**src/rtl/pulse_repeater_pkg.sv**
```systemverilog
// Shared types and constants for the multi-channel pulse repeater.
package pulse_repeater_pkg;

  typedef enum logic [1:0] {
    IDLE,
    PULSE,
    LOW,
    HOLD
  } rep_state_t;

  localparam logic MODE_ONESHOT = 1'b0;
  localparam logic MODE_FREERUN = 1'b1;
  localparam int   MIN_PERIOD   = 2;

endpackage

```
**src/rtl/pulse_repeater_ch.sv**
```systemverilog
// One repeater channel: FSM, shadow config, period/burst counters, overrun.
// PULSE_REPEATER_TRIG_EDGE_EN selects a rising-edge trigger.
module pulse_repeater_ch
  import pulse_repeater_pkg::*;
#(
  parameter int CNT_W   = 10,
  parameter int BURST_W = 8
) (
  input  logic               clk,
  input  logic               resetn,
  input  logic               trig_raw,
  input  logic               cfg_enable,
  input  logic               cfg_mode,
  input  logic [CNT_W-1:0]   cfg_period,
  input  logic [CNT_W-1:0]   cfg_width,
  input  logic [BURST_W-1:0] cfg_burst,
  input  logic               clear_overrun,
  output logic               enable,
  output logic               busy,
  output logic               overrun
);

  rep_state_t         state, state_n;
  logic [CNT_W-1:0]   cnt, cnt_n;
  logic [BURST_W-1:0] bcnt, bcnt_n;
  logic [CNT_W-1:0]   sh_period, sh_width;
  logic [BURST_W-1:0] sh_burst;
  logic [CNT_W-1:0]   norm_period, norm_width;
  logic [BURST_W-1:0] norm_burst;
  logic               latch;
  logic               fire;
  logic               overrun_n;

`ifdef PULSE_REPEATER_TRIG_EDGE_EN
  logic trig_q;

  always_ff @(posedge clk or negedge resetn) begin
    if (!resetn) trig_q <= 1'b0;
    else         trig_q <= trig_raw;
  end

  assign fire = trig_raw & ~trig_q & cfg_enable;
`else
  assign fire = trig_raw & cfg_enable;
`endif

  // Width is clamped so every pulse slot keeps at least one low cycle.
  always_comb begin
    norm_period = cfg_period;
    if (cfg_period < CNT_W'(MIN_PERIOD))
      norm_period = CNT_W'(MIN_PERIOD);
    norm_width = cfg_width;
    if (cfg_width == '0)
      norm_width = CNT_W'(1);
    if (norm_width >= norm_period)
      norm_width = norm_period - CNT_W'(1);
    norm_burst = cfg_burst;
    if (cfg_burst == '0)
      norm_burst = BURST_W'(1);
  end

  always_comb begin
    state_n = state;
    cnt_n   = cnt;
    bcnt_n  = bcnt;
    latch   = 1'b0;
    if (!cfg_enable) begin
      state_n = IDLE;
      cnt_n   = '0;
      bcnt_n  = '0;
    end else begin
      unique case (state)
        IDLE: begin
          if (fire) begin
            latch   = 1'b1;
            state_n = PULSE;
            cnt_n   = CNT_W'(1);
            bcnt_n  = BURST_W'(1);
          end
        end
        PULSE: begin
          cnt_n = cnt + CNT_W'(1);
          if (cnt == sh_width)
            state_n = LOW;
        end
        LOW: begin
          cnt_n = cnt + CNT_W'(1);
          if (cnt == sh_period) begin
            cnt_n = CNT_W'(1);
            if (bcnt < sh_burst) begin
              bcnt_n  = bcnt + BURST_W'(1);
              state_n = PULSE;
            end else begin
              state_n = HOLD;
            end
          end
        end
        HOLD: begin
          cnt_n = cnt + CNT_W'(1);
          if (cnt == sh_period) begin
            if (cfg_mode == MODE_FREERUN) begin
              latch   = 1'b1;
              state_n = PULSE;
              cnt_n   = CNT_W'(1);
              bcnt_n  = BURST_W'(1);
            end else begin
              state_n = IDLE;
              cnt_n   = '0;
              bcnt_n  = '0;
            end
          end
        end
      endcase
    end
  end

  always_comb begin
    overrun_n = overrun;
    if (clear_overrun)
      overrun_n = 1'b0;
    if (fire && state != IDLE)
      overrun_n = 1'b1;
  end

  always_ff @(posedge clk or negedge resetn) begin
    if (!resetn) begin
      state     <= IDLE;
      cnt       <= '0;
      bcnt      <= '0;
      sh_period <= '0;
      sh_width  <= '0;
      sh_burst  <= '0;
      enable    <= 1'b0;
      overrun   <= 1'b0;
    end else begin
      state   <= state_n;
      cnt     <= cnt_n;
      bcnt    <= bcnt_n;
      enable  <= (state_n == PULSE);
      overrun <= overrun_n;
      if (latch) begin
        sh_period <= norm_period;
        sh_width  <= norm_width;
        sh_burst  <= norm_burst;
      end
    end
  end

  assign busy = (state != IDLE);

endmodule

```
**src/rtl/pulse_repeater_mc.sv**
```systemverilog
// Multi-channel trigger-to-pulse repeater; ready is a global trigger.
// PULSE_REPEATER_TRIG_EDGE_EN selects a rising-edge trigger.
module pulse_repeater_mc
  import pulse_repeater_pkg::*;
#(
  parameter int NUM_CH  = 4,
  parameter int CNT_W   = 10,
  parameter int BURST_W = 8
) (
  input  logic               clk,
  input  logic               resetn,
  input  logic [NUM_CH-1:0]  trig_in,
  input  logic               ready,
  input  logic [NUM_CH-1:0]  cfg_enable,
  input  logic               cfg_mode,
  input  logic [CNT_W-1:0]   cfg_period,
  input  logic [CNT_W-1:0]   cfg_width,
  input  logic [BURST_W-1:0] cfg_burst,
  input  logic [NUM_CH-1:0]  clear_overrun,
  output logic [NUM_CH-1:0]  enable,
  output logic [NUM_CH-1:0]  busy,
  output logic [NUM_CH-1:0]  overrun
);

  for (genvar c = 0; c < NUM_CH; c++) begin : g_ch
    pulse_repeater_ch #(
      .CNT_W  (CNT_W),
      .BURST_W(BURST_W)
    ) u_ch (
      .clk          (clk),
      .resetn       (resetn),
      .trig_raw     (trig_in[c] | ready),
      .cfg_enable   (cfg_enable[c]),
      .cfg_mode     (cfg_mode),
      .cfg_period   (cfg_period),
      .cfg_width    (cfg_width),
      .cfg_burst    (cfg_burst),
      .clear_overrun(clear_overrun[c]),
      .enable       (enable[c]),
      .busy         (busy[c]),
      .overrun      (overrun[c])
    );
  end

endmodule

```
**config.mk**
```make
export PLATFORM = sky130hd
export DESIGN_NAME = pulse_repeater_mc
export DESIGN_NICKNAME = d
export VERILOG_FILES = /design/src/rtl/pulse_repeater_pkg.sv /design/src/rtl/pulse_repeater_ch.sv /design/src/rtl/pulse_repeater_mc.sv
export SDC_FILE = /design/constraint.sdc
export NUM_CORES = 1
export LEC_CHECK = 0
export CORE_AREA = 2 2 186 188
export CTS_CLUSTER_DIAMETER = 60
export DETAILED_ROUTE_END_ITERATION = 12
export DIE_AREA = 0 0 188 190
export SLEW_MARGIN = 15
export SYNTH_ARGS = -nofsm -noshare
export SYNTH_HDL_FRONTEND = slang
export SYNTH_SLANG_ARGS = --single-unit
```
**constraint.sdc**
```tcl
create_clock -name clk -period 2.9 [get_ports clk]
set_clock_uncertainty 0.05 [all_clocks]
set_input_delay 0.58 -clock clk [delete_from_list [all_inputs] [get_ports clk]]
set_output_delay 0.58 -clock clk [all_outputs]
set_load 0.03 [all_outputs]
```
# Word level (Yosys, flattened, before mapping)
# Cells that the tools add are included.
dict set report word_totals {
  wordCells 225
  reg_bits 200
  input_bits 44
}
dict set report classes {
  reduce_logical 22
  magnitude_cmp 6
  addsub 9
  n_bitwise 8
  n_eq_ne 44
  mux 104
}
# cell count
set op_table {}
lappend op_table {{10-bit two-way mux} 19}
lappend op_table {{8-bit two-way mux} 21}
lappend op_table {{10-bit one-hot mux with 4 select lines} 4}
lappend op_table {{8-bit one-hot mux with 3 select lines} 4}
lappend op_table {{10-bit equality test} 8}
lappend op_table {{2-bit two-way mux} 24}
lappend op_table {{3-bit by 2-bit != test with 1-bit output, second input constant} 16}
lappend op_table {{10-bit by 1-bit adder with 10-bit output, second input constant} 4}
lappend op_table {{8-bit by 1-bit adder with 8-bit output, second input constant} 4}
lappend op_table {{8-bit less-than comparator} 4}
lappend op_table {{2-bit one-hot mux with 4 select lines} 4}
lappend op_table {{1-bit two-way mux} 24}
lappend op_table {{5-bit AND reduction} 4}
lappend op_table {{2-bit by 1-bit equality test with 1-bit output, second input constant} 8}
lappend op_table {{2-bit equality test, second input constant} 8}
lappend op_table {{4-bit by 1-bit != test with 1-bit output, second input constant} 4}
lappend op_table {{2-bit nonzero test} 8}
lappend op_table {{10-bit greater-or-equal comparator} 1}
lappend op_table {{10-bit logical NOT} 1}
lappend op_table {{10-bit by 2-bit less-than comparator with 1-bit output, second input constant} 1}
lappend op_table {{10-bit by 1-bit subtractor with 10-bit output, second input constant} 1}
lappend op_table {{2-bit logical NOT} 4}
lappend op_table {{8-bit logical NOT} 1}
lappend op_table {{1-bit one-hot mux with 2 select lines} 4}
lappend op_table {{other kinds (3)} 12}

# Longest topological paths before layout
dict set report logic_depth {
  ltp_word 6
  ltp_mapped 12
}

# Modules after synthesis
# A second synthesis with hierarchy kept.
dict set report unflattened {
  cells_unflattened 1500
  area_unflattened_um2 13455.4
}
# module cells_per_inst n_inst seq_area_each_um2 area_per_inst_um2
set by_module_without_submodules {}
lappend by_module_without_submodules {{pulse_repeater_ch at g_ch[1].u_ch ...} 376 2 1251.2 3331.9}
lappend by_module_without_submodules {{pulse_repeater_ch at g_ch[3].u_ch} 365 1 1251.2 3432.0}
lappend by_module_without_submodules {{pulse_repeater_ch at g_ch[0].u_ch} 379 1 1251.2 3334.4}
lappend by_module_without_submodules {pulse_repeater_mc 4 1 0.0 25.0}

# Worst setup path before layout
# No wires, ideal clock.
dict set report synth_timing {
  path_kind {input -> register}
  from {input cfg_period[3]}
  to {register g_ch[0].u_ch.sh_width[2]}
  arrival_ps 3341
  setup_slack_ps -616
  setup_ps 125
  stages 12
  cell_sequence {nor4_1 nand2_1 o21ai_1 inv_1 ha_1 nand2b_1 a21oi_1 nor2b_1 o21ai_0 a211oi_2 mux2_2 mux2_2}
}
dict set report synth_between {
  elab_chain_cells 4
  elab_cells_between_ends 5
}
# item line
set synth_rtl {}
lappend synth_rtl {{start, declared} pulse_repeater_mc.sv:16} ;# input logic [CNT_W-1:0] cfg_period,
lappend synth_rtl {{10-bit by 2-bit less-than comparator with 1-bit output (*)} pulse_repeater_ch.sv:50} ;# if (cfg_period < CNT_W'(MIN_PERIOD))
lappend synth_rtl {{10-bit two-way mux (*)} pulse_repeater_ch.sv:50}
lappend synth_rtl {{via g_ch[0].u_ch.norm_period[0]} pulse_repeater_ch.sv:28} ;# logic [CNT_W-1:0] norm_period, norm_width;
lappend synth_rtl {{10-bit by 1-bit subtractor with 10-bit output / 10-bit greater-or-equal comparator (equally long branches)} {pulse_repeater_ch.sv:56, pulse_repeater_ch.sv:55}}
lappend synth_rtl {{10-bit two-way mux (*)} pulse_repeater_ch.sv:55} ;# if (norm_width >= norm_period)
lappend synth_rtl {{end signal, assigned} pulse_repeater_ch.sv:143} ;# sh_width <= norm_width;
lappend synth_rtl {{end, declared} pulse_repeater_ch.sv:26} ;# logic [CNT_W-1:0] sh_period, sh_width;
# The timed path passes the listed nets; every way through them passes the cells marked *.
# A chain may end at the register's enable or synchronous reset.

# Worst setup path after layout
dict set report layout_timing {
  from {input cfg_period[0]}
  to {register g_ch[0].u_ch.sh_width[2]}
}
dict set report layout_between {
  elab_chain_cells 4
  elab_cells_between_ends 5
}
# item line
set layout_rtl {}
lappend layout_rtl {{10-bit by 2-bit less-than comparator with 1-bit output} pulse_repeater_ch.sv:50}
lappend layout_rtl {{10-bit two-way mux (*)} pulse_repeater_ch.sv:50}
lappend layout_rtl {{10-bit by 1-bit subtractor with 10-bit output / 10-bit greater-or-equal comparator (equally long branches)} {pulse_repeater_ch.sv:56, pulse_repeater_ch.sv:55}}
lappend layout_rtl {{10-bit two-way mux (*)} pulse_repeater_ch.sv:55}
# Mark *: on every way between the ends. The rest lies on a longest branch, timed or not.

==> metrics.txt <==
crit start category input pin; Power Dens Cells 674 nW/um^2; DR vias 9006; most common cell type on the critical path buf_4; drt drc 0; R2R setup slack 0.24 ns; Hold-fix buffers, CTS 0; Syn. warnings 0; Worst EP required 3.17 ns; core area 33900 um^2; worst skew pair latency 0.44 ns; Die Width 188 um; area leader, netlist dfrtp_1; Synth area leaders dfrtp_1 (43%), mux2_2 (7.5%), ha_1 (6.8%), xor2_1 (6.3%), o21ai_0 (4.5%); vias in the first global route 8824; Mapped Area 11600 um^2; fillers 3311; Final Cycle Share 99.1%; multi-input logic area 6160 um^2; Setup CP Type input pin to register; gr ovfl total 0; Synth Instances 1204; Distinct cells, synth 70; Worst Hold Class input pin to asynchronous set/reset pin; Final Total Pwr 0.00935 W; most frequent cell after synthesis dfrtp_1; Critical Path Start cfg_period[0]; number of port buffers 55; Nets 1398; drt via density 5.12; CP max FO 5; Final Routed Wirelength 29.7 mm; minimum clock period 2.87 ns; Layout area overhead 19.7%; clock-pin slew on the worst setup and hold paths 0.08 ns; post-layout util 40.9%; syn nets 1311; CTS Root Cell clkbuf_16; fin. max-slew vios 0; Worst Path Buf+Inv 9; area share of the largest cell type after synthesis 43.2%; wire per inst 16.9 um; top post-synthesis cells by count dfrtp_1 (200), nand2_1 (119), o21ai_0 (104), xor2_1 (83); number of enable flip-flop cells after synthesis 0; worst slew pin tran 0.656 ns; number of H-tree levels 4; Tot GR Track Use 17.1%; pin count of the biggest net entering global routing 70; Initial Util 34.2%; Max IR drop VDD 437 uV; final setup fails 0; Critical Path, Cell by Cell clkdlybuf4s50_1, o21ai_4, buf_4, buf_4, buf_4, buf_4, buf_4, buf_4, buf_4, ha_2, buf_4, xor2_1, mux2_4, mux2_2; CP max stage delay 0.54 ns; Pleak 6.41 nW; Iteration-0 DRC Markers 614; reg2reg path depth 7; Max Cap Violations 0; die area 35700 um^2; TritonCTS clock tree yes; RR Startpoint g_ch[3].u_ch.cnt[5]; # IOs 56; Slowest cell on crit path clkdlybuf4s50_1; final setup margin 0.0268 ns; routability cong. 0.864; Crit. path cell count 14; FF/Latch Area 5000 um^2; layout cell share with drive strength beyond 1 18.3%; initial antenna violation count 0; HPWL after detailed placement 22.0 mm; RSZ-0062 raised after global routing yes; Fin. Hold Viols 0; Setup crit end kind register; clk sink count 200; ys flop type dfrtp_1; Post-Syn Area per Cell 9.63 um^2; CTS Buffer Depth 2; #FFs+latches synth 200; antenna-violating nets left 0; status complete, no violations; fmax 348 MHz; Antenna Cells 0; post-synthesis sequential area ratio 43.2%; Slew headroom 55.7%; FP Rows 68; critical path arrival 3.15 ns; pre-CTS setup slack -0.905 ns; Die H 190 um; CP top delay family buffers and inverters; worst hold slack 0.100 ns; drt first pass iters 5; FFs w/ async S/R, synth 100%; Num CTS Buffers 17; first-pass GRT wire length 48.3 mm
## worst reg2reg max path: cells and delay by family, from the launching register on
family,cells,cell delay (ns)
simple gates,3,1.13
xor+xnor,1,0.17
compound gates,1,0.32
mux,2,0.41
flops,1,0.47
## cell usage in the layout, fill, tap and decap left out, types with 39 or more instances in the layout
cell type / n
mux2_2: 67
inv_1: 76
o21ai_0: 103
buf_4: 75
a21oi_1: 44
clkdlybuf4s50_1: 39
dfrtp_1: 200
nor2_1: 69
ha_1: 61
xor2_1: 83
nand2_1: 118
## flip-flops by register name, indices dropped and copies added, names as in the netlist
register / cells
g_ch.u_ch.bcnt: 32
g_ch.u_ch.cnt: 40
g_ch.u_ch.sh_period: 40
g_ch.u_ch.overrun: 4
g_ch.u_ch.sh_width: 40
g_ch.u_ch.enable: 4
g_ch.u_ch.state: 8
g_ch.u_ch.sh_burst: 32
## metrics by stage
| step | area (um^2) | std cells | TNS (ns) |
|---|---|---|---|
| final | 13900 | 1759 | 0 |
| after global routing | 13900 | 1759 | -0.600 |
| after CTS | 13700 | 1758 | 0 |
| after detailed placement | 13100 | 1719 | -34.32 |
| after global placement | 13100 | 1719 | -32.72 |
| after floorplan | 11600 | 1204 | -8.79 |
## logic make-up (layout without fill, tap and decap cells)
kind of cell | after synthesis | after routing | share of synthesized area [%]
multiplexers | 81 | 81 | 7.82
buffers and inverters | 149 | 249 | 5.44
adder cells (fa/ha/maj) | 63 | 63 | 6.80
AND/OR/NAND/NOR | 340 | 340 | 14.3
AO/OA/AOI/OAI | 259 | 259 | 14.0
flip-flops | 200 | 200 | 43.2
XOR/XNOR | 112 | 112 | 8.52
## worst paths after layout
kind,endpoint
worst max-delay path,g_ch[0].u_ch.sh_width[2]
min in group clk,g_ch[1].u_ch.sh_burst[0]
worst max register to register,g_ch[3].u_ch.bcnt[3]
worst min register to register,g_ch[1].u_ch.sh_burst[0]
max in group asynchronous,g_ch[2].u_ch.sh_width[8]
worst min-delay path,g_ch[1].u_ch.bcnt[2]
## cell type report
cell class	count	share of cell area, %
clock buffer	18	3.16
sequential	200	36.1
tap	455	4.10
inverter	77	2.08
clock inverter	14	0.992
timing repair buffer	140	9.24
multi-input combinational	855	44.4
## layer usage
metal	part of all wire, %	routed length, um	track usage, %	vias to the layer above
met1	48	14400	23.9	4434
met5	0	0	0	-
met3	3.1	917	2.20	30
met4	1.8	545	4.88	0
met2	47	13900	27.8	153
li1	-	-	-	4389
## power by group
part           internal, W  total [W]  leakage, nW  switching, W
Clock              0.00124    0.00238        0.290       0.00115
Sequential         0.00349    0.00409         2.55      0.000596
Combinational      0.00137    0.00289         3.57       0.00152
Total              0.00609    0.00935         6.41       0.00326
## repair_timing
item                                    4_1_cts  5_1_grt
pin swaps                                     8       11
gates resized for setup                      34       39
endpoints found under the setup margin       40       46
buffers inserted                              7        1
gates cloned                                  0        0
(Power assumes the default switching activity.)
